### src/rtl/ras_ckpt.sv
// Return address stack with checkpoint restore for branch mispredict recovery.
// Define RAS_ENTRY_RESET_EN to clear the entry array on reset; by default the array has no reset.
module ras_ckpt #(
  parameter int RAS_ENTRIES      = 8,
  parameter int RAS_INDEX_WIDTH  = 3,
  parameter int RAS_TARGET_WIDTH = 31
) (
  input  logic                        CLK,
  input  logic                        nRST,
  input  logic                        push_req,
  input  logic [RAS_TARGET_WIDTH-1:0] push_target,
  input  logic                        pop_req,
  input  logic                        restore_valid,
  input  logic [RAS_INDEX_WIDTH-1:0]  restore_index,
  input  logic [RAS_INDEX_WIDTH:0]    restore_count,
  output logic [RAS_TARGET_WIDTH-1:0] top_target,
  output logic                        top_valid,
  output logic [RAS_INDEX_WIDTH-1:0]  ras_index,
  output logic [RAS_INDEX_WIDTH:0]    ras_count
);

  localparam logic [RAS_INDEX_WIDTH:0] FULL_COUNT = (RAS_INDEX_WIDTH+1)'(RAS_ENTRIES);

  logic [RAS_TARGET_WIDTH-1:0] entries [RAS_ENTRIES];
  logic [RAS_INDEX_WIDTH-1:0]  index_q, index_d, index_inc, index_dec;
  logic [RAS_INDEX_WIDTH:0]    count_q, count_d;
  logic                        not_empty;
  logic                        entry_we;
  logic [RAS_INDEX_WIDTH-1:0]  entry_waddr;

  assign index_inc = index_q + RAS_INDEX_WIDTH'(1);
  assign index_dec = index_q - RAS_INDEX_WIDTH'(1);
  assign not_empty = (count_q != '0);

  // Restore has priority; a push at full wraps the pointer onto the oldest entry.
  always_comb begin
    index_d     = index_q;
    count_d     = count_q;
    entry_we    = 1'b0;
    entry_waddr = index_q;
    if (restore_valid) begin
      index_d = restore_index;
      count_d = (restore_count > FULL_COUNT) ? FULL_COUNT : restore_count;
    end else if (push_req && pop_req && not_empty) begin
      entry_we    = 1'b1;
      entry_waddr = index_dec;
    end else if (push_req) begin
      entry_we = 1'b1;
      index_d  = index_inc;
      if (count_q != FULL_COUNT) begin
        count_d = count_q + (RAS_INDEX_WIDTH+1)'(1);
      end
    end else if (pop_req && not_empty) begin
      index_d = index_dec;
      count_d = count_q - (RAS_INDEX_WIDTH+1)'(1);
    end
  end

  always_ff @(posedge CLK) begin
    if (!nRST) begin
      index_q <= '0;
      count_q <= '0;
    end else begin
      index_q <= index_d;
      count_q <= count_d;
    end
  end

`ifdef RAS_ENTRY_RESET_EN
  always_ff @(posedge CLK) begin
    if (!nRST) begin
      for (int i = 0; i < RAS_ENTRIES; i++) begin
        entries[i] <= '0;
      end
    end else if (entry_we) begin
      entries[entry_waddr] <= push_target;
    end
  end
`else
  // Writes are still blocked during reset so a push in the reset cycle is dropped.
  always_ff @(posedge CLK) begin
    if (nRST && entry_we) begin
      entries[entry_waddr] <= push_target;
    end
  end
`endif

  assign top_target = entries[index_dec];
  assign top_valid  = not_empty;
  assign ras_index  = index_q;
  assign ras_count  = count_q;

endmodule

### config.mk
export PLATFORM = sky130hd
export DESIGN_NAME = ras_ckpt
export DESIGN_NICKNAME = d
export VERILOG_FILES = /design/src/rtl/ras_ckpt.sv
export SDC_FILE = /design/constraint.sdc
export NUM_CORES = 1
export LEC_CHECK = 0
export CAP_MARGIN = 20
export CORE_UTILIZATION = 40
export CTS_CLUSTER_DIAMETER = 120
export DETAILED_ROUTE_END_ITERATION = 10
export SETUP_SLACK_MARGIN = 0.3
export SYNTH_ARGS = -nofsm -noshare
export SYNTH_HDL_FRONTEND = slang
export SYNTH_SLANG_ARGS = --single-unit
### constraint.sdc
create_clock -name CLK -period 4.6 [get_ports CLK]
set_input_delay 0.92 -clock CLK [delete_from_list [all_inputs] [get_ports CLK]]
set_output_delay 0.92 -clock CLK [all_outputs]
set_load 0.02 [all_outputs]
======== Word level (Yosys, flattened, before mapping) ========
Memories as Yosys holds them, arrays and structs flattened.
Cells that the tools add are included.
operators by class
  add/subtract/negate cells ............... 4
  magnitude comparators ................... 1
  equality and inequality tests ........... 3
  muxes and demuxes ....................... 17
  reductions and logical operators ........ 8
operator list
  cell                                                                number
  4-bit 2-to-1 mux                                                    6
  3-bit 2-to-1 mux                                                    6
  1-bit 2-to-1 mux                                                    5
  4-bit by 1-bit adder with 4-bit output, second input constant       1
  4-bit > comparator, second input constant                           1
  1-bit logical AND                                                   4
  4-bit != test, second input constant                                1
  4-bit nonzero test                                                  1
  4-bit by 1-bit subtractor with 4-bit output, second input constant  1
  3-bit by 1-bit adder with 3-bit output, second input constant       1
  3-bit by 1-bit != test with 1-bit output, second input constant     1
  3-bit AND reduction                                                 1
  3-bit nonzero test                                                  1
  3-bit by 1-bit subtractor with 3-bit output, second input constant  1
  2-bit != test, second input constant                                1
  2-bit AND reduction                                                 1
word-level totals
  register bits ........................... 7
  memory bits (writable) .................. 248
  logic and storage cells ................. 36
  memories kept ........................... 1
memories
  memory   words  bits a word  read ports  clocked after Yosys merged registers in  write ports  RTL line  RTL
  entries  8      31           1           0                                        1            24        logic [RAS_TARGET_WIDTH-1:0] entries [RAS_ENTRIES];

======== Depth between registers and ports, before layout ========
Gate-level depths: netlist of the first run.
  depth after elaboration ................. 7
  gate-level depth with buffers ........... 9

======== Worst setup path after synthesis of the first run ========
OpenSTA, ideal clock, no wires.
  path kind ............................... register to register
  start ................................... register index_q[0], in the netlist ras_index[0]
  end ..................................... memory entries[4][0], enable pin
  arrival time ............................ 3143 ps
  setup slack ............................. 1038 ps
  stages on the path, launching flop included .. 10
  buffers on the path ..................... 3
  period minus slack after synthesis ...... 3562 ps
  cells stage by stage .................... dfxtp_1 -> buf_2 -> inv_1 -> ha_1 -> buf_2 -> buf_2 -> nand3b_1 -> a211oi_1 -> a21oi_1 -> nor2_1
between the ends
  longest elaborated chain between the ends .. 3
RTL lines
  item                                         RTL line  RTL
  start, declared                              25        logic [RAS_INDEX_WIDTH-1:0] index_q, index_d, index_inc, index_dec;
  start signal, assigned                       64        index_q <= index_d;
  3-bit by 1-bit subtractor with 3-bit output  32        assign index_dec = index_q - RAS_INDEX_WIDTH'(1);
  3-bit 2-to-1 mux                             44        end else if (push_req && pop_req && not_empty) begin
  3-bit 2-to-1 mux (*)                         41        if (restore_valid) begin
  end, declared                                24
Mark *: on every way between the ends. The rest lies on a longest branch, timed or not.

======== Worst setup path in the final report of the first run ========
  start ................................... register index_q[1], in the netlist ras_index[1]
  end ..................................... output port top_target[21]
between the ends
  longest elaborated chain between the ends .. 2
RTL lines
  item                                         RTL line  RTL
  3-bit by 1-bit subtractor with 3-bit output  32
  memory read 8 x 31 bit                       --
  end, declared                                16        output logic [RAS_TARGET_WIDTH-1:0] top_target,
No other way between the ends.

==> results of run 1 <==
[final timing paths]
| check | from | end | cells past startpoint |
|---|---|---|---|
| max | ras_index[1] | top_target[21] | 7 |
| min | ras_count[2] | ras_count[2] | 2 |
| max reg2reg | ras_index[1] | entries[6][10] | 8 |
| min reg2reg | ras_count[2] | ras_count[2] | 2 |
[worst max-delay path: stages (launching register included)]
cell                              delay [ns]
sky130_fd_sc_hd__dfxtp_1                0.40
sky130_fd_sc_hd__inv_1                  0.12
sky130_fd_sc_hd__ha_4                   0.20
sky130_fd_sc_hd__nand2b_1               0.20
sky130_fd_sc_hd__nand2_2                0.47
sky130_fd_sc_hd__buf_4                  0.30
sky130_fd_sc_hd__mux2_2                 0.36
sky130_fd_sc_hd__clkdlybuf4s50_1        0.55
[final cells by class]
cell class / count / area [um2]
fill: 1976 / 12200
sequential: 255 / 7590
multi-input combinational: 183 / 2470
timing repair buffer: 101 / 986
clock buffer: 34 / 702
tap: 324 / 405
clock inverter: 14 / 139
inverter: 7 / 26.3
[logic make-up (layout without fill, tap and decap cells)]
logic type	Yosys count	in the layout	share of synthesized area (%)
buffers and inverters	30	156	1.40
DFF	255	255	75.0
muxes	96	96	17.6
AOI/OAI and AO/OA	29	29	2.24
adders and majority gates	5	5	0.692
xor gates and xnor gates	3	3	0.334
and+or+nand+nor	50	50	2.79
[layout by cell type, fill, tap and decap left out, types with 2 or more instances in the layout]
cell and instances:
sky130_fd_sc_hd__clkbuf_1 7, sky130_fd_sc_hd__edfxtp_1 248, sky130_fd_sc_hd__mux4_2 62, sky130_fd_sc_hd__o211a_1 2, sky130_fd_sc_hd__nand2_1 7, sky130_fd_sc_hd__nor3_1 5, sky130_fd_sc_hd__clkinv_1 5, sky130_fd_sc_hd__inv_1 7
sky130_fd_sc_hd__nand2b_1 3, sky130_fd_sc_hd__clkbuf_16 27, sky130_fd_sc_hd__nor2_4 8, sky130_fd_sc_hd__nand3_1 5, sky130_fd_sc_hd__a21oi_1 7, sky130_fd_sc_hd__dfxtp_1 6, sky130_fd_sc_hd__mux2i_1 2, sky130_fd_sc_hd__nor2b_1 3
sky130_fd_sc_hd__o311a_1 2, sky130_fd_sc_hd__o22ai_1 4, sky130_fd_sc_hd__clkinv_2 6, sky130_fd_sc_hd__buf_12 2, sky130_fd_sc_hd__clkdlybuf4s50_1 81, sky130_fd_sc_hd__mux2_2 31, sky130_fd_sc_hd__nor4_1 3, sky130_fd_sc_hd__xnor2_1 2
sky130_fd_sc_hd__buf_4 18, sky130_fd_sc_hd__bufinv_16 3, sky130_fd_sc_hd__or4b_1 2, sky130_fd_sc_hd__ha_1 3, sky130_fd_sc_hd__nand2_2 2, sky130_fd_sc_hd__a211oi_1 6
[per-layer routing]
layer  GRT usage [%]  wire length, um
met1            21.3             8650
met2            26.4             9850
met3            2.65              797
met4            4.59              484
met5               0                0
[per-stage QoR]
stage	hold WS, ns	utilization (%)	cells
after floorplan	0.623	-	468
after global placement	0.583	46.8	870
after detailed placement	0.617	46.8	870
after CTS	0.626	50.2	918
after global routing	0.647	50.2	918
final	0.623	50.2	918
[flip-flops by register name, indices dropped and copies added (netlist names)]
signal,count
entries,248
ras_index,3
ras_count,4
[where the power goes]
| part | internal (mW) | switching [mW] |
|---|---|---|
| Sequential | 2.59 | 0.0262 |
| Clock | 1.24 | 0.822 |
| Combinational | 0.497 | 0.483 |
==> impl_metrics.xml, run 1 <==
<?xml version="1.0" encoding="UTF-8"?>
<metrics>
  <group name="detailed_routing">
    <metric name="drcViolationCount" unit="">0</metric>
    <metric name="drt-total-wl" unit="mm">19.8</metric>
    <metric name="firstDrtPassIters" unit="">4</metric>
    <metric name="routed_wire_length_per_instance" unit="um">21.5</metric>
    <metric name="detailroute.via_count" unit="">4877</metric>
    <metric name="vias_per_cell" unit="">5.31</metric>
    <metric name="antenna_violating_nets_post_route" unit="">0</metric>
    <metric name="drtIter0Drc" unit="">318</metric>
  </group>
  <group name="clock_network">
    <metric name="htree_num_levels" unit="">1</metric>
    <metric name="cts.sink_count" unit="">255</metric>
    <metric name="clk_root_buffer_cell" unit="">sky130_fd_sc_hd__clkbuf_16</metric>
    <metric name="clkLatencyLatePin" unit="ns">0.51</metric>
    <metric name="max-clock-path-buffers" unit="">3</metric>
    <metric name="postCtsSetupBuffers" unit="">0</metric>
    <metric name="tritoncts" unit="">yes</metric>
    <metric name="cts-buffers-inserted" unit="">27</metric>
    <metric name="ctsHoldBuffers" unit="">0</metric>
    <metric name="path_clk_slew" unit="ns">0.06</metric>
    <metric name="total_of_cells_resized_after_clock_tree_synthesis" unit="">0</metric>
  </group>
  <group name="setup_path">
    <metric name="critical_path.max_fanout" unit="">16</metric>
    <metric name="sort_of_element_at_the_end_of_the_critical_path" unit="">output port</metric>
    <metric name="critical_path_arrival" unit="ns">3.12</metric>
    <metric name="worst-r2r-setup-slack" unit="ns">1.38</metric>
    <metric name="data_required_critical_path" unit="ns">3.68</metric>
    <metric name="worst-setup-path-type" unit="">register to output port</metric>
    <metric name="setup.worst_path.start_class" unit="">register</metric>
  </group>
  <group name="placed_design">
    <metric name="gp_routability_congestion" unit="">0.761</metric>
    <metric name="dp_hpwl" unit="mm">12.0</metric>
    <metric name="dpl_cell_area" unit="um2">11500</metric>
    <metric name="portBuffers" unit="">81</metric>
    <metric name="pre_cts_ws" unit="ns">0.737</metric>
  </group>
  <group name="global_route">
    <metric name="global_route.usage.total" unit="%">15.8</metric>
    <metric name="first_global_vias" unit="">5297</metric>
    <metric name="number_of_antenna_violations_at_the_first_check_in_global_routing" unit="">0</metric>
    <metric name="grt_max_degree" unit="">65</metric>
    <metric name="grt.overflow.total" unit="">0</metric>
    <metric name="grt_pass1_wl" unit="mm">31.0</metric>
  </group>
  <group name="floorplan">
    <metric name="io_pins" unit="">82</metric>
    <metric name="die-area" unit="um2">25900</metric>
    <metric name="placementRows" unit="">57</metric>
    <metric name="starting_utilization_of_the_core_area" unit="%">41.3</metric>
    <metric name="floorplan_core_area" unit="um2">24500</metric>
    <metric name="chip_width" unit="um">161</metric>
    <metric name="floorplan.die.height" unit="um">161</metric>
  </group>
  <group name="sta">
    <metric name="drv_slew" unit="">0</metric>
    <metric name="rsz0062_at_grt" unit="">no</metric>
    <metric name="worst_slew_pin_slew" unit="ns">0.774</metric>
    <metric name="final.setup.tns" unit="ns">0</metric>
    <metric name="timing.final.crit_period" unit="ns">4.04</metric>
    <metric name="clock-skew-final" unit="ns">0.00775</metric>
    <metric name="setup_viol_count_final" unit="">0</metric>
    <metric name="achievable-frequency" unit="GHz">0.248</metric>
    <metric name="layout_worst_path_cycle_share" unit="%">87.8</metric>
    <metric name="timing.max_slew.rel_slack" unit="%">48.1</metric>
    <metric name="post-route-worst-setup-slack" unit="ns">0.560</metric>
    <metric name="final_hold_viol_count" unit="">0</metric>
  </group>
  <group name="yosys">
    <metric name="yosys_register_bits" unit="">255</metric>
    <metric name="synth_async_sr_flop_share" unit="%">0</metric>
    <metric name="syn_avg_cell_area" unit="um2">21.6</metric>
    <metric name="ys.flop_type" unit="">sky130_fd_sc_hd__edfxtp_1</metric>
    <metric name="synth_top_cells_by_count" unit="">sky130_fd_sc_hd__edfxtp_1 (248), sky130_fd_sc_hd__mux4_2 (62), sky130_fd_sc_hd__mux2_2 (31), sky130_fd_sc_hd__buf_2 (14), sky130_fd_sc_hd__nor2_1 (9)</metric>
    <metric name="synth_cells" unit="">468</metric>
    <metric name="synth-seq-area-share" unit="%">75.0</metric>
    <metric name="netlist.top_cell.by_area" unit="">sky130_fd_sc_hd__edfxtp_1</metric>
    <metric name="synthDistinctLibCells" unit="">49</metric>
    <metric name="leading_cell_type_by_number_of_instances_after_synthesis" unit="">sky130_fd_sc_hd__edfxtp_1</metric>
    <metric name="synth-edff-count" unit="">248</metric>
    <metric name="synth_area" unit="um2">10100</metric>
    <metric name="mappedNetlistNets" unit="">516</metric>
    <metric name="synth_area_leaders" unit="">sky130_fd_sc_hd__edfxtp_1 (74%), sky130_fd_sc_hd__mux4_2 (14%), sky130_fd_sc_hd__mux2_2 (3.4%)</metric>
    <metric name="yosysWarnings" unit="">0</metric>
    <metric name="synth.top_cell.area_share" unit="%">73.6</metric>
  </group>
  <group name="outcome">
    <metric name="run_status" unit="">finished, final reports clean</metric>
  </group>
  <group name="cells_and_area">
    <metric name="area_growth_syn_to_layout" unit="%">21.7</metric>
    <metric name="share_of_final_layout_standard_cells_stronger_than_drive_strength_1" unit="%">28.8</metric>
    <metric name="final_design_area_no_fill" unit="um2">12300</metric>
    <metric name="antennaDiodeCount" unit="">0</metric>
    <metric name="num-nets-final" unit="">623</metric>
  </group>
  <group name="power_and_ir_drop">
    <metric name="power_density" unit="nW/um2">460</metric>
    <metric name="power_leakage" unit="nW">3.89</metric>
    <metric name="totalPowerFinal" unit="mW">5.66</metric>
    <metric name="peakVddDrop" unit="mV">0.313</metric>
  </group>
  <group name="flow_run">
    <metric name="drv_cap" unit="">0</metric>
  </group>
  <group name="min_path">
    <metric name="holdCritPathClass" unit="">register to register</metric>
  </group>
</metrics>
(Power assumes the default switching activity.)
==> run 2: changes to the inputs <==
--- a/config.mk
+++ b/config.mk
@@ -8,6 +8,7 @@
 export CAP_MARGIN = 20
 export CORE_UTILIZATION = 40
 export CTS_CLUSTER_DIAMETER = 120
+export CTS_CLUSTER_SIZE = 20
 export DETAILED_ROUTE_END_ITERATION = 10
 export SETUP_SLACK_MARGIN = 0.3
 export SYNTH_ARGS = -nofsm -noshare
==> impl_metrics.xml, run 2 (synthesis results as in run 1) <==
<?xml version="1.0" encoding="UTF-8"?>
<metrics>
  <group name="outcome">
    <metric name="run_status" unit="">finished, final reports clean</metric>
  </group>
  <group name="sta">
    <metric name="timing.max_slew.rel_slack" unit="%">49.8</metric>
    <metric name="rsz0062_at_grt" unit="">no</metric>
    <metric name="final.setup.tns" unit="ns">0</metric>
    <metric name="hold-worst-slack" unit="ns">0.623</metric>
    <metric name="worst_slew_pin_slew" unit="ns">0.749</metric>
    <metric name="timing.final.crit_period" unit="ns">4.02</metric>
    <metric name="final_hold_viol_count" unit="">0</metric>
    <metric name="clock-skew-final" unit="ns">0.0248</metric>
    <metric name="post-route-worst-setup-slack" unit="ns">0.575</metric>
    <metric name="achievable-frequency" unit="GHz">0.248</metric>
    <metric name="drv_slew" unit="">0</metric>
    <metric name="setup_viol_count_final" unit="">0</metric>
    <metric name="layout_worst_path_cycle_share" unit="%">87.5</metric>
  </group>
  <group name="setup_path">
    <metric name="worst-setup-path-type" unit="">register to output port</metric>
    <metric name="critical_path.max_fanout" unit="">16</metric>
    <metric name="critical_path_arrival" unit="ns">3.10</metric>
    <metric name="setup.worst_path.start_class" unit="">register</metric>
    <metric name="sort_of_element_at_the_end_of_the_critical_path" unit="">output port</metric>
    <metric name="data_required_critical_path" unit="ns">3.68</metric>
  </group>
  <group name="clock_network">
    <metric name="path_clk_slew" unit="ns">0.08</metric>
    <metric name="clkLatencyLatePin" unit="ns">0.49</metric>
    <metric name="cts.sink_count" unit="">255</metric>
    <metric name="max-clock-path-buffers" unit="">3</metric>
    <metric name="cts-buffers-inserted" unit="">16</metric>
    <metric name="htree_num_levels" unit="">1</metric>
    <metric name="clk_root_buffer_cell" unit="">sky130_fd_sc_hd__clkbuf_16</metric>
    <metric name="tritoncts" unit="">yes</metric>
    <metric name="ctsHoldBuffers" unit="">0</metric>
    <metric name="postCtsSetupBuffers" unit="">0</metric>
    <metric name="total_of_cells_resized_after_clock_tree_synthesis" unit="">0</metric>
  </group>
  <group name="global_route">
    <metric name="grt_pass1_wl" unit="mm">30.7</metric>
    <metric name="grt_max_degree" unit="">65</metric>
    <metric name="grt.overflow.total" unit="">0</metric>
    <metric name="global_route.usage.total" unit="%">15.6</metric>
    <metric name="first_global_vias" unit="">5228</metric>
    <metric name="number_of_antenna_violations_at_the_first_check_in_global_routing" unit="">0</metric>
  </group>
  <group name="cells_and_area">
    <metric name="num-nets-final" unit="">612</metric>
    <metric name="final_common_cell" unit="">sky130_fd_sc_hd__edfxtp_1</metric>
    <metric name="mostFrequentLayoutCells" unit="">sky130_fd_sc_hd__edfxtp_1 (248), sky130_fd_sc_hd__clkdlybuf4s50_1 (81), sky130_fd_sc_hd__mux4_2 (62)</metric>
    <metric name="layout.area.seq" unit="um2">7590</metric>
    <metric name="number_of_flip_flops_under_the_largest_register_name" unit="">248</metric>
    <metric name="share_of_final_layout_standard_cells_stronger_than_drive_strength_1" unit="%">26.8</metric>
    <metric name="multi_input_comb_area" unit="um2">2470</metric>
    <metric name="area_growth_syn_to_layout" unit="%">17.8</metric>
    <metric name="antennaDiodeCount" unit="">0</metric>
    <metric name="n_fill_cell" unit="">2000</metric>
    <metric name="top_register" unit="">entries</metric>
  </group>
  <group name="detailed_routing">
    <metric name="firstDrtPassIters" unit="">4</metric>
    <metric name="routed_wire_length_per_instance" unit="um">21.9</metric>
    <metric name="drtIter0Drc" unit="">312</metric>
    <metric name="drt-total-wl" unit="mm">19.6</metric>
    <metric name="drcViolationCount" unit="">0</metric>
    <metric name="antenna_violating_nets_post_route" unit="">0</metric>
    <metric name="detailroute.via_count" unit="">4790</metric>
    <metric name="vias_per_cell" unit="">5.35</metric>
  </group>
  <group name="placed_design">
    <metric name="dp_hpwl" unit="mm">12.0</metric>
    <metric name="pre_cts_ws" unit="ns">0.737</metric>
    <metric name="gp_routability_congestion" unit="">0.761</metric>
    <metric name="portBuffers" unit="">81</metric>
  </group>
  <group name="floorplan">
    <metric name="chip_width" unit="um">161</metric>
    <metric name="placementRows" unit="">57</metric>
    <metric name="io_pins" unit="">82</metric>
    <metric name="die-area" unit="um2">25900</metric>
    <metric name="floorplan.die.height" unit="um">161</metric>
    <metric name="starting_utilization_of_the_core_area" unit="%">41.3</metric>
    <metric name="floorplan_core_area" unit="um2">24500</metric>
  </group>
  <group name="power_and_ir_drop">
    <metric name="power_density" unit="nW/um2">417</metric>
    <metric name="power_leakage" unit="nW">3.69</metric>
    <metric name="cellInternalPower" unit="mW">3.74</metric>
    <metric name="peakVddDrop" unit="mV">0.226</metric>
    <metric name="pwr-share-seq" unit="%">52.6</metric>
    <metric name="switching_power_of_the_nets" unit="mW">1.23</metric>
    <metric name="combinationalPowerShare" unit="%">19.7</metric>
    <metric name="clkPwrFrac" unit="%">27.7</metric>
    <metric name="switching_share" unit="%">24.7</metric>
  </group>
  <group name="flow_run">
    <metric name="drv_cap" unit="">0</metric>
  </group>
  <group name="min_path">
    <metric name="holdCritPathClass" unit="">register to register</metric>
  </group>
</metrics>
run 2: per-layer routing:
metal  GRT usage (%)  share of wire, %  up-vias
met5               0                 0        -
li1                -                 -     2138
met2            26.4                50      114
met4            3.82               1.8        0
met1            21.3                44     2513
met3            2.31               3.6       25
run 2: layout make-up:
class	count	area share, %
sequential	255	63.6
multi-input combinational	183	20.7
timing repair buffer	101	8.27
clock buffer	23	3.58
tap	324	3.40
inverter	7	0.220
clock inverter	2	0.199
run 2: power by group through the flow:
stage	Sequential, mW	Combinational, mW	Clock (mW)
floorplan	2.67	0.590	0
global placement	2.67	0.989	0
detailed placement	2.67	0.996	0
CTS	2.62	1.00	1.42
global route	2.62	1.05	1.48
finish	2.61	0.979	1.37
run 2: path summary, 6_finish.rpt:
path,from,endpoint,slack [ns],depth (start not counted)
setup / recovery,ras_index[1],top_target[20],0.58,7
setup reg to reg,ras_index[1],entries[6][8],1.36,8
hold / removal,ras_count[2],ras_count[2],0.62,2
hold reg to reg,ras_count[2],ras_count[2],0.62,2
run 2: worst max-delay path, stage by stage (launching register included):
cell	delay [ns]
sky130_fd_sc_hd__dfxtp_1	0.41
sky130_fd_sc_hd__inv_1	0.12
sky130_fd_sc_hd__ha_4	0.20
sky130_fd_sc_hd__nand2b_1	0.21
sky130_fd_sc_hd__nand2_2	0.47
sky130_fd_sc_hd__buf_4	0.30
sky130_fd_sc_hd__mux2_2	0.36
sky130_fd_sc_hd__clkdlybuf4s50_1	0.55
run 2: through the flow:
step                      instance area, um2  util, %  total power, mW  std cells
final                                  11900     48.6             4.97        895
after global routing                   11900     48.6             5.15        895
after detailed placement               11500     46.8             3.66        870
after CTS                              11900     48.6             5.03        895
after global placement                 11500     46.8             3.66        870
after floorplan                        10100        -             3.26        468
==> run 3: changes to the inputs <==
--- a/config.mk
+++ b/config.mk
@@ -14,3 +14,4 @@
 export SYNTH_ARGS = -nofsm -noshare
 export SYNTH_HDL_FRONTEND = slang
 export SYNTH_SLANG_ARGS = --single-unit
+export TNS_END_PERCENT = 10
==> results of run 3 <==
No change in the layout: final DEF, timing and power equal those of run 2.
